===== config.mk =====
export PLATFORM = sky130hd
export DESIGN_NAME = imm_gen_pipe_flat
export DESIGN_NICKNAME = d
export VERILOG_FILES = /design/src/rtl/imm_gen_if.sv /design/src/rtl/imm_gen_pipe.sv /design/src/flat_wrapper.sv
export SDC_FILE = /design/constraint.sdc
export NUM_CORES = 1
export LEC_CHECK = 0
export ABC_AREA = 1
export CAP_MARGIN = 30
export CORE_ASPECT_RATIO = 0.75
export CORE_UTILIZATION = 27
export DETAILED_ROUTE_END_ITERATION = 10
export PLACE_DENSITY_LB_ADDON = 0.12
export RECOVER_POWER = 25
export SLEW_MARGIN = 20
export SYNTH_ARGS = -nofsm -noshare
export SYNTH_HDL_FRONTEND = slang
export SYNTH_SLANG_ARGS = --single-unit

===== constraint.sdc =====
create_clock -name clk -period 3 [get_ports clk]
set_clock_uncertainty 0.05 [all_clocks]
set_input_delay 0.6 -clock clk [delete_from_list [all_inputs] [get_ports clk]]
set_output_delay 0.6 -clock clk [all_outputs]
set_load 0.05 [all_outputs]

===== src/rtl/imm_gen_if.sv =====
// Valid/ready bus for the immediate generator: instruction+tag in, decoded immediate out.
// master = producer/consumer side, slave = the imm_gen_pipe stage.
interface imm_gen_if #(
  parameter int XLEN  = 32,
  parameter int TAG_W = 8
);
  logic             in_valid;
  logic             in_ready;
  logic [31:0]      in_instr;
  logic [TAG_W-1:0] in_tag;
  logic             out_valid;
  logic             out_ready;
  logic [XLEN-1:0]  out_imm;
  logic [2:0]       out_fmt;
  logic             out_illegal;
  logic [TAG_W-1:0] out_tag;

  modport master (
    output in_valid, in_instr, in_tag, out_ready,
    input  in_ready, out_valid, out_imm, out_fmt, out_illegal, out_tag
  );

  modport slave (
    input  in_valid, in_instr, in_tag, out_ready,
    output in_ready, out_valid, out_imm, out_fmt, out_illegal, out_tag
  );
endinterface


===== src/rtl/imm_gen_pipe.sv =====
// RV32I/RV64I immediate generator: one decode register stage plus an optional skid
// entry so that in_ready comes straight from a flop.
module imm_gen_pipe #(
  parameter int XLEN    = 32,
  parameter int TAG_W   = 8,
  parameter bit SKID_EN = 1'b1
) (
  input  logic      clk,
  input  logic      rst_n,
  imm_gen_if.slave  bus
);

  if (XLEN != 32 && XLEN != 64) begin : g_bad_xlen
    $error("imm_gen_pipe: XLEN must be 32 or 64");
  end

  typedef enum logic [2:0] {
    FMT_R   = 3'd0,
    FMT_I   = 3'd1,
    FMT_S   = 3'd2,
    FMT_B   = 3'd3,
    FMT_U   = 3'd4,
    FMT_J   = 3'd5,
    FMT_ILL = 3'd7
  } fmt_e;

  typedef struct packed {
    logic [XLEN-1:0]  imm;
    fmt_e             fmt;
    logic [TAG_W-1:0] tag;
  } ent_t;

  ent_t        dec_d;
  ent_t        out_q, skid_q;
  logic        out_vld_q, skid_vld_q;
  logic [31:0] ins;
  logic [31:0] imm32;
  fmt_e        fmt;
  logic        in_xfer;

  assign ins = bus.in_instr;

  always_comb begin
    fmt = FMT_ILL;
    unique case (ins[6:0])
      7'b0010011, 7'b0000011, 7'b1100111,
      7'b0001111, 7'b1110011: fmt = FMT_I;
      7'b0011011:             fmt = (XLEN == 64) ? FMT_I : FMT_ILL;
      7'b0100011:             fmt = FMT_S;
      7'b1100011:             fmt = FMT_B;
      7'b0110111, 7'b0010111: fmt = FMT_U;
      7'b1101111:             fmt = FMT_J;
      7'b0110011:             fmt = FMT_R;
      7'b0111011:             fmt = (XLEN == 64) ? FMT_R : FMT_ILL;
      default:                fmt = FMT_ILL;
    endcase
  end

  // Every format fits in 32 bits; widening to XLEN is a single sign extension.
  always_comb begin
    imm32 = '0;
    unique case (fmt)
      FMT_I:   imm32 = {{20{ins[31]}}, ins[31:20]};
      FMT_S:   imm32 = {{20{ins[31]}}, ins[31:25], ins[11:7]};
      FMT_B:   imm32 = {{19{ins[31]}}, ins[31], ins[7], ins[30:25], ins[11:8], 1'b0};
      FMT_U:   imm32 = {ins[31:12], 12'b0};
      FMT_J:   imm32 = {{11{ins[31]}}, ins[31], ins[19:12], ins[20], ins[30:21], 1'b0};
      default: imm32 = '0;
    endcase
    dec_d.imm = XLEN'($signed(imm32));
    dec_d.fmt = fmt;
    dec_d.tag = bus.in_tag;
  end

  // With SKID_EN=0 in_ready already requires the out reg to be free, so the skid never fills.
  assign bus.in_ready = SKID_EN ? !skid_vld_q : (!out_vld_q || bus.out_ready);
  assign in_xfer      = bus.in_valid && bus.in_ready;

  always_ff @(posedge clk or negedge rst_n) begin
    if (!rst_n) begin
      out_q      <= '0;
      skid_q     <= '0;
      out_vld_q  <= 1'b0;
      skid_vld_q <= 1'b0;
    end else if (!out_vld_q || bus.out_ready) begin
      if (skid_vld_q) begin
        out_q      <= skid_q;
        out_vld_q  <= 1'b1;
        skid_vld_q <= 1'b0;
      end else if (in_xfer) begin
        out_q     <= dec_d;
        out_vld_q <= 1'b1;
      end else begin
        out_vld_q <= 1'b0;
      end
    end else if (in_xfer) begin
      skid_q     <= dec_d;
      skid_vld_q <= 1'b1;
    end
  end

  assign bus.out_valid   = out_vld_q;
  assign bus.out_imm     = out_q.imm;
  assign bus.out_fmt     = out_q.fmt;
  assign bus.out_illegal = (out_q.fmt == FMT_ILL);
  assign bus.out_tag     = out_q.tag;

endmodule

===== src/flat_wrapper.sv =====
// flat-port wrapper written by rule: the top's interface ports become plain ports
module imm_gen_pipe_flat 
#(
  parameter int XLEN    = 32,
  parameter int TAG_W   = 8,
  parameter bit SKID_EN = 1'b1
)
  (clk, rst_n, bus_in_valid, bus_in_instr, bus_in_tag, bus_out_ready, bus_in_ready, bus_out_valid, bus_out_imm, bus_out_fmt, bus_out_illegal, bus_out_tag);
  imm_gen_if #(.XLEN(XLEN), .TAG_W(TAG_W)) bus_i ();
  input  logic clk;
  input  logic rst_n;
  input wire logic [$bits(bus_i.in_valid)-1:0] bus_in_valid;
  input wire logic [$bits(bus_i.in_instr)-1:0] bus_in_instr;
  input wire logic [$bits(bus_i.in_tag)-1:0] bus_in_tag;
  input wire logic [$bits(bus_i.out_ready)-1:0] bus_out_ready;
  output wire logic [$bits(bus_i.in_ready)-1:0] bus_in_ready;
  output wire logic [$bits(bus_i.out_valid)-1:0] bus_out_valid;
  output wire logic [$bits(bus_i.out_imm)-1:0] bus_out_imm;
  output wire logic [$bits(bus_i.out_fmt)-1:0] bus_out_fmt;
  output wire logic [$bits(bus_i.out_illegal)-1:0] bus_out_illegal;
  output wire logic [$bits(bus_i.out_tag)-1:0] bus_out_tag;
  assign bus_i.in_valid = bus_in_valid;
  assign bus_i.in_instr = bus_in_instr;
  assign bus_i.in_tag = bus_in_tag;
  assign bus_i.out_ready = bus_out_ready;
  assign bus_in_ready = bus_i.in_ready;
  assign bus_out_valid = bus_i.out_valid;
  assign bus_out_imm = bus_i.out_imm;
  assign bus_out_fmt = bus_i.out_fmt;
  assign bus_out_illegal = bus_i.out_illegal;
  assign bus_out_tag = bus_i.out_tag;
  imm_gen_pipe #(.XLEN(XLEN), .TAG_W(TAG_W), .SKID_EN(SKID_EN)) u_core (.clk(clk), .rst_n(rst_n), .bus(bus_i));
endmodule

==> metrics.yaml, run 1 <==
vias_per_cell: 4.62
cts_sinks: 88
cp-start-kind: "flop"
p_leak_nw: 2.81
fp.dieW_um: 149
cp-end-kind: "output port"
period_needed_ps: 2550
setup_viol: 0
drive_gt1_share_pct: 5.60
core_um2: 15500
ys_warn_count: 0
drv_slew: 0
syn_nets: 638
finalHoldViolCount: 0
combPwrFrac_pct: 29.6
critical-path-top-delay-family: "buffers and inverters"
num_rows: 39
cts_buffers: 9
intPower_mw: 2.34
p_sw_mw: 1.33
crit_buf_inv: 2
root_buffer: "clkbuf_16"
overflow: 0
hold_path_class: "input pin to async pin"
first_global_vias: 3915
seqPwrFrac_pct: 41.2
worst_pin_slew_ps: 1130
synth.avg_cell_area_um2: 7.36
setup.worst_path.class: "flop to output port"
sw_frac_of_total_pct: 36.2
grt_max_degree: 68
dieArea_um2: 16700
post-dp-hpwl_um: 8600
p_per_area_nw_per_um2: 640
fmax_mhz: 392
reg2reg_depth: 6
fillers: 1615
portBuffers: 89
wl_per_cell_um: 14.1
path_depth: 2
cts_tree: "done"
gp_congestion: 0.884
ant_nets: 0
cts_hold_buf: 0
crit_path_max_incr_delay_ps: 840
synth.cell_area_um2: 4370
worstPathRequired_ps: 2350
grt_usage_pct: 15.8
clock_path_buffers: 2
ir_drop_mv: 0.218
cpMaxStageDelayCell: "clkdlybuf4s50_1"
yosys_register_bits: 88
synth_cells: 594
drt-initial-drc-count: 272
drtPass1Iterations: 4
antenna_cells: 0
post_cts_buffers: 0
worstPathArrival_ps: 1900
cts.htree.levels: 3
via_count: 4078
crit_fanout: 13
path_cells: "inv_2 > clkdlybuf4s50_1"
start_util_pct: 28.2
maxCapViolations: 0
outcome: "finished, final reports clean"
fin_util_pct: 37.0
antenna_found_initial: 0
area_growth_pct: 31.3
fin_crit_sh_pct: 85.0
grt_pass1_wl_um: 20400
yosysUniqueCellTypes: 24
nets: 717
wirelength_um: 12500
clk_transition_reported_paths_ps: 60
finalSetupTns_ps: 0
route.detailed.drc: 0
rsz0062_at_grt: "no"
slew_headroom_pct: 24.6
die_height_um: 112
clkPwrFrac_pct: 29.2
pin_count: 90
ys_seq_area_share_pct: 50.4
cts-resized-gates: 0
clk_latency_ps: 350
## metal layers
metal	global-route usage [%]	part of all wire [%]	wire (µm)	vias to the layer above
li1	-	-	-	2051
met1	22.6	52	6530	1923
met2	23.6	42	5300	97
met3	4.39	4.5	562	7
met4	3.33	0.74	93	0
met5	0	0	0	-
## state kept, by name, indices dropped and copies added, names as in the netlist
name and flops:
u_core.bus.out_fmt 3, u_core.bus.out_imm 32, u_core.bus.out_tag 8, u_core.bus.out_valid 1, u_core.skid_q 43, u_core.skid_vld_q 1
## area by class of cell
cell class              instances  area [µm²]  share of cell area, %
flip-flops and latches         88        2200                   38.4
inverters                      18        67.6                   1.18
multi-input cells             457        1950                   34.0
clock buffers                   9         225                   3.93
repair buffers                 99         978                   17.1
clock inverters                 7        56.3                  0.981
well taps                     205         256                   4.47
## cell usage in the layout (no fill, tap or decap)
| master | instances |
|---|---|
| clkinv_2 | 1 |
| o21ai_0 | 9 |
| nand4_1 | 4 |
| a31oi_1 | 35 |
| inv_1 | 10 |
| a21oi_1 | 2 |
| nor2_2 | 1 |
| clkdlybuf4s50_1 | 88 |
| clkbuf_1 | 2 |
| o21a_1 | 1 |
| nand2_1 | 218 |
| clkinvlp_4 | 1 |
| buf_4 | 6 |
| nand2_4 | 1 |
| nor3_4 | 1 |
| buf_12 | 2 |
| inv_6 | 2 |
| dfrtp_1 | 88 |
| clkinv_1 | 2 |
| and3_1 | 1 |
| clkinv_4 | 3 |
| nand4_4 | 1 |
| nand2_2 | 2 |
| clkbuf_2 | 1 |
| inv_2 | 6 |
| o211ai_2 | 1 |
| nor2_1 | 130 |
| nand3_1 | 49 |
| or2_0 | 1 |
| clkbuf_16 | 9 |
## worst paths after layout
kind | startpoint | end | slack (ps)
setup / recovery | u_core.skid_vld_q | bus_in_ready | 450
hold / removal | rst_n | u_core.bus.out_imm[8] | 410
setup reg to reg | u_core.skid_vld_q | u_core.bus.out_imm[2] | 1000
hold reg to reg | u_core.bus.out_imm[28] | u_core.bus.out_imm[28] | 430
max in group asynchronous | rst_n | u_core.skid_q[37] | 890
min in group clk | u_core.bus.out_imm[28] | u_core.bus.out_imm[28] | 430
## power by group through the flow
stage | clock, mW | sequential, mW | combinational (mW)
CTS | 1.11 | 1.51 | 1.10
finish | 1.07 | 1.51 | 1.09
global placement | 0 | 1.53 | 1.09
global route | 1.16 | 1.54 | 1.18
detailed placement | 0 | 1.53 | 1.09
floorplan | 0 | 1.85 | 0.356
## synthesized netlist by cell type
| master | n | area [µm²] |
|---|---|---|
| inv_2 | 5 | 18.8 |
| buf_2 | 9 | 45.0 |
| dfrtp_1 | 88 | 2200 |
| nor3_4 | 1 | 16.3 |
| nand4_1 | 4 | 25.0 |
| nor2_2 | 1 | 6.26 |
| buf_6 | 3 | 33.8 |
| nor2_1 | 130 | 488 |
| o211ai_2 | 1 | 12.5 |
| nand2_4 | 1 | 11.3 |
| and3_1 | 1 | 6.26 |
| clkbuf_1 | 14 | 52.6 |
| nand3_1 | 49 | 245 |
| inv_1 | 11 | 41.3 |
| nand2_1 | 218 | 818 |
| clkinv_1 | 2 | 7.51 |
| nand2_2 | 2 | 12.5 |
| o21ai_0 | 9 | 45.0 |
| nand4_4 | 1 | 21.3 |
| o21a_1 | 1 | 7.51 |
| a21oi_1 | 2 | 10.0 |
| buf_1 | 5 | 18.8 |
| a31oi_1 | 35 | 219 |
| or2_0 | 1 | 6.26 |
## through the flow
step / instance area, µm² / total power [mW] / hold slack, ps / setup WS, ps / std cells
floorplan: 4370 / 2.21 / 254 / 1190 / 594
global placement: 5470 / 2.61 / 412 / 367 / 867
detailed placement: 5470 / 2.63 / 415 / 322 / 867
CTS: 5750 / 3.72 / 207 / 407 / 883
global route: 5740 / 3.88 / 446 / 359 / 883
finish: 5740 / 3.67 / 407 / 451 / 883
## kinds of logic after synthesis
kind of cell,after synthesis,share of synthesized area [%]
AOI/OAI and AO/OA,48,6.73
buffers and inverters,49,4.98
DFF,88,50.4
and+or+nand+nor,409,37.9
(Power assumes the default switching activity.)
==> run 2: changes to the inputs <==
==> constraint.sdc (replaced) <==
create_clock -name clk -period 2.55 [get_ports clk]
set_clock_uncertainty 0.05 [all_clocks]
set_input_delay 0.51 -clock clk [delete_from_list [all_inputs] [get_ports clk]]
set_output_delay 0.51 -clock clk [all_outputs]
set_load 0.05 [all_outputs]
==> metrics.yaml, run 2 (synthesis results as in run 1) <==
outcome: "finished, final reports clean"
worst_pin_slew_ps: 1440  # +309 ps
root_buffer: "clkbuf_16"
fillers: 1625  # +0.62%
dieArea_um2: 16700  # unchanged
multiInputGateArea_um2: 1950  # unchanged
via_count: 4021  # -1.4%
placed_area_um2: 5570  # +1.9%
clk_latency_ps: 350  # about the same
grt_pass1_wl_um: 20300  # -0.47%
cts_hold_buf: 0  # unchanged
fmax_mhz: 446
slew_headroom_pct: 4.01  # -21 points
largest_reg_flops: 43  # unchanged
p_per_area_nw_per_um2: 745  # +16%
cts_tree: "done"
overflow: 0  # unchanged
crit_fanout: 3  # -10
regMostFlops: "u_core.skid_q"
pin_count: 90  # unchanged
vias_per_cell: 4.52  # -2.1%
setup_viol: 0  # unchanged
clock_path_buffers: 2  # unchanged
p_leak_nw: 2.86  # +2.0%
antenna_found_initial: 0  # unchanged
post-dp-hpwl_um: 8860  # +3.0%
final_cell_mix: "nand2_1 (218), nor2_1 (130), dfrtp_1 (88), clkdlybuf4s50_1 (87), nand3_1 (49)"
start_util_pct: 28.2  # unchanged
portBuffers: 89  # unchanged
period_needed_ps: 2240
setup.worst_path.class: "flop to output port"
cts_buffers: 9  # unchanged
ir_drop_mv: 0.286  # +31%
maxCapViolations: 0  # unchanged
area_growth_pct: 33.6
drt-initial-drc-count: 286  # +5.1%
core_um2: 15500  # unchanged
regArea_um2: 2200  # unchanged
rsz0062_at_grt: "no"
finalHoldViolCount: 0  # unchanged
num_rows: 39  # unchanged
drive_gt1_share_pct: 6.43  # +0.83 points
route.detailed.drc: 0  # unchanged
finalInstanceArea_um2: 5840  # +1.8%
final_common_cell: "nand2_1"
worstPathArrival_ps: 1680  # -220 ps
finalSetupTns_ps: 0  # unchanged
drv_slew: 0  # unchanged
ant_nets: 0  # unchanged
cts_sinks: 88  # unchanged
hold_ws_ps: 428  # +20.7 ps
cp-end-kind: "output port"
first_global_vias: 3907  # -0.20%
grt_max_degree: 44  # -35%
cts.htree.levels: 3  # unchanged
hold_path_class: "flop to flop"
fp.dieW_um: 149  # unchanged
nets: 723  # +0.84%
gp_congestion: 0.831  # -6.0%
wirelength_um: 12200  # -2.1%
fin_crit_sh_pct: 88.0
grt_usage_pct: 15.8  # +0.046 points
wl_per_cell_um: 13.8  # -2.8%
post_cts_buffers: 0  # unchanged
worstPathRequired_ps: 1990  # -360 ps
antenna_cells: 0  # unchanged
clk_transition_reported_paths_ps: 60  # about the same
cp-start-kind: "flop"
die_height_um: 112  # unchanged
drtPass1Iterations: 5  # +1
cts-resized-gates: 0  # unchanged
==> run 2: layout make-up <==
class | count | share of cell area [%]
Clock inverter | 2 | 0.214
Timing Repair Buffer | 105 | 18.4
Multi-Input combinational cell | 457 | 33.4
Inverter | 18 | 1.16
Sequential cell | 88 | 37.7
Clock buffer | 14 | 4.69
Tap cell | 205 | 4.39
==> run 2: worst max-delay path, cell delays in order, from the launching register on <==
cell and delay [ps]:
dfrtp_1 380, and3_1 160, clkdlybuf4s50_1 790
==> run 2: stage by stage <==
stage / power [mW] / instances / util [%] / worst slack [ps]
after global routing: 4.60 / 889 / 37.6 / 164
after floorplan: 2.60 / 594 / - / 790
after global placement: 3.10 / 873 / 35.9 / 168
after detailed placement: 3.12 / 873 / 35.9 / 111
final: 4.35 / 889 / 37.6 / 306
after CTS: 4.42 / 889 / 37.7 / 279
==> run 2: worst paths after layout <==
check	startpoint	endpoint	slack, ps	cells after the start
hold / removal	u_core.bus.out_imm[23]	u_core.bus.out_imm[23]	430	2
hold reg to reg	u_core.bus.out_imm[23]	u_core.bus.out_imm[23]	430	2
max in group asynchronous	rst_n	u_core.bus.out_tag[5]	590	2
min in group asynchronous	rst_n	u_core.bus.out_imm[12]	440	1
setup reg to reg	u_core.skid_vld_q	u_core.skid_q[27]	610	6
setup / recovery	u_core.bus.out_fmt[1]	bus_out_illegal	310	2
==> run 2: power breakdown <==
part	internal, mW	switching, mW
Sequential	1.64	0.141
Clock	0.740	0.535
Combinational	0.462	0.834
==> run 2: layer usage <==
| layer | share of wire, % | track usage [%] |
|---|---|---|
| met1 | 50 | 22.3 |
| met5 | 0 | 0 |
| met3 | 5.9 | 4.47 |
| met4 | 1.0 | 4.22 |
| met2 | 43 | 23.5 |
==> run 3: changes to the inputs <==
--- a/config.mk
+++ b/config.mk
@@ -10,7 +10,6 @@
 export CORE_ASPECT_RATIO = 0.75
 export CORE_UTILIZATION = 27
 export DETAILED_ROUTE_END_ITERATION = 10
-export PLACE_DENSITY_LB_ADDON = 0.12
 export RECOVER_POWER = 25
 export SLEW_MARGIN = 20
 export SYNTH_ARGS = -nofsm -noshare
==> constraint.sdc (replaced) <==
create_clock -name clk -period 2.2 [get_ports clk]
set_clock_uncertainty 0.05 [all_clocks]
set_input_delay 0.44 -clock clk [delete_from_list [all_inputs] [get_ports clk]]
set_output_delay 0.44 -clock clk [all_outputs]
set_load 0.1 [all_outputs]
==> metrics.yaml, run 3 (synthesis results as in run 1) <==
nets: 735  # +1.7%
period_needed_ps: 1890
post-dp-hpwl_um: 8770  # -1.0%
hold_ws_ps: 432  # +3.99 ps
reg2reg_depth: 8  # +2
via_count: 4097  # +1.9%
route.detailed.drc: 0  # unchanged
maxCapViolations: 0  # unchanged
fmax_mhz: 529
wl_per_cell_um: 13.4  # -2.3%
clk_latency_ps: 340  # about the same
drive_gt1_share_pct: 14.7  # +8.2 points
largest_reg_flops: 43  # unchanged
holdPathStages: 2  # unchanged
dieArea_um2: 16700  # unchanged
area_growth_pct: 34.3
finalInstanceArea_um2: 5870  # +0.47%
post_cts_buffers: 0  # unchanged
final_common_cell: "nand2_1"
portBuffers: 89  # unchanged
hold_path_class: "flop to flop"
path_depth: 10  # +8
grt_max_degree: 50  # +14%
fp.dieW_um: 149  # unchanged
cts_sinks: 88  # unchanged
worstPathRequired_ps: 2380  # +390 ps
first_global_vias: 3890  # -0.44%
overflow: 0  # unchanged
setup.worst_path.class: "input pin to flop"
power_mw: 5.74  # +32%
wirelength_um: 12100  # -0.95%
antenna_cells: 0  # unchanged
critical_path.most_common_cell: "nand2_1"
gp_congestion: 0.841  # +1.2%
start_util_pct: 28.2  # unchanged
cpMaxStageDelayCell: "clkdlybuf4s50_1"
critical-path-top-delay-family: "simple AND/OR/NAND/NOR gates"
worstPathArrival_ps: 2070  # +390 ps
rsz0062_at_grt: "no"
outcome: "finished, final reports clean"
setup_viol: 0  # unchanged
cts_tree: "done"
fin_crit_sh_pct: 85.9
slew_headroom_pct: 32.2  # +28 points
path_cells: "clkdlybuf4s50_1 > nor2_1 > nand2_1 > clkinv_1 > nand2_1 > nand2_1 > nor2_1 > nand3_1 > nand2_1 > nand2_1"
final_cell_mix: "nand2_1 (218), nor2_1 (130), dfrtp_1 (88), buf_4 (64), nand3_1 (49)"
die_height_um: 112  # unchanged
drtPass1Iterations: 5  # unchanged
ir_drop_mv: 0.614  # +110%
grt_usage_pct: 15.5  # -0.29 points
placed_area_um2: 5550  # -0.29%
crit_fanout: 9  # +6
crit_path_max_incr_delay_ps: 550  # -240 ps
pin_count: 90  # unchanged
drt-initial-drc-count: 294  # +2.8%
grt_pass1_wl_um: 20400  # +0.88%
ant_nets: 0  # unchanged
cts_buffers: 9  # unchanged
p_per_area_nw_per_um2: 978  # +31%
clock_path_buffers: 2  # unchanged
root_buffer: "clkbuf_16"
crit_buf_inv: 2  # +1
drv_slew: 0  # unchanged
fillers: 1646  # +1.3%
cp-end-kind: "flop"
vias_per_cell: 4.55  # +0.53%
num_rows: 39  # unchanged
regMostFlops: "u_core.skid_q"
cp-start-kind: "input pin"
worst_pin_slew_ps: 1020  # -423 ps
antenna_found_initial: 0  # unchanged
finalSetupTns_ps: 0  # unchanged
cts.htree.levels: 3  # unchanged
core_um2: 15500  # unchanged
clk_transition_reported_paths_ps: 60  # about the same
fin_util_pct: 37.8  # +0.18 points
p_leak_nw: 3.00  # +4.7%
finalHoldViolCount: 0  # unchanged
## run 3: changes by cell type in the layout (fill, tap and decap cells not counted), sizes merged
cell and delta:
clkinv +2, dlygate4sd3 +1, bufinv +2, inv +1, clkdlybuf4s50 -45, buf +56, clkbuf -5
## run 3: what timing repair did
item / in CTS / in global routing
resized for setup: 0 / 0
hold endpoints to repair: 15 / 0
hold buffers: 1 / 0
## run 3: through the flow
step           setup slack, ps  std cells
6_report                   311        901
5_1_grt                   77.7        901
4_1_cts                    337        901
3_5_place_dp             -24.6        884
3_3_place_gp             -50.5        884
2_1_floorplan              108        594
## run 3: power by group
part	internal [mW]	total [mW]	switching [mW]
registers	1.90	2.06	0.165
logic	0.508	2.03	1.52
clock network	0.997	1.65	0.649
total	3.40	5.74	2.34
## run 3: routing by layer
layer	track usage [%]	share of wire [%]
met5	0	0
met4	4.08	1.0
met3	3.58	5.8
met2	21.7	40
met1	23.6	53
## run 3: final timing paths
check / to / slack (ps) / startpoint
max in group asynchronous: u_core.skid_q[2] / 360 / rst_n
worst max register to register: u_core.bus.out_imm[27] / 350 / u_core.skid_vld_q
worst max-delay path: u_core.bus.out_imm[19] / 310 / bus_in_instr[4]
worst min register to register: u_core.skid_q[1] / 430 / u_core.skid_q[1]
worst min-delay path: u_core.skid_q[1] / 430 / u_core.skid_q[1]
min in group asynchronous: u_core.skid_q[17] / 740 / rst_n
## run 3: layout make-up
class | instances | area, µm² | share of cell area [%]
tap | 205 | 256 | 4.37
multi-input combinational | 457 | 1950 | 33.3
inverter | 18 | 67.6 | 1.15
clock inverter | 7 | 95.1 | 1.62
sequential | 88 | 2200 | 37.5
clock buffer | 9 | 225 | 3.84
timing repair buffer | 117 | 1070 | 18.2
## run 3: worst min-delay path: stages (launching register included)
cell	delay [ps]
dfrtp_1	350
nand2_1	50
nand2_1	50
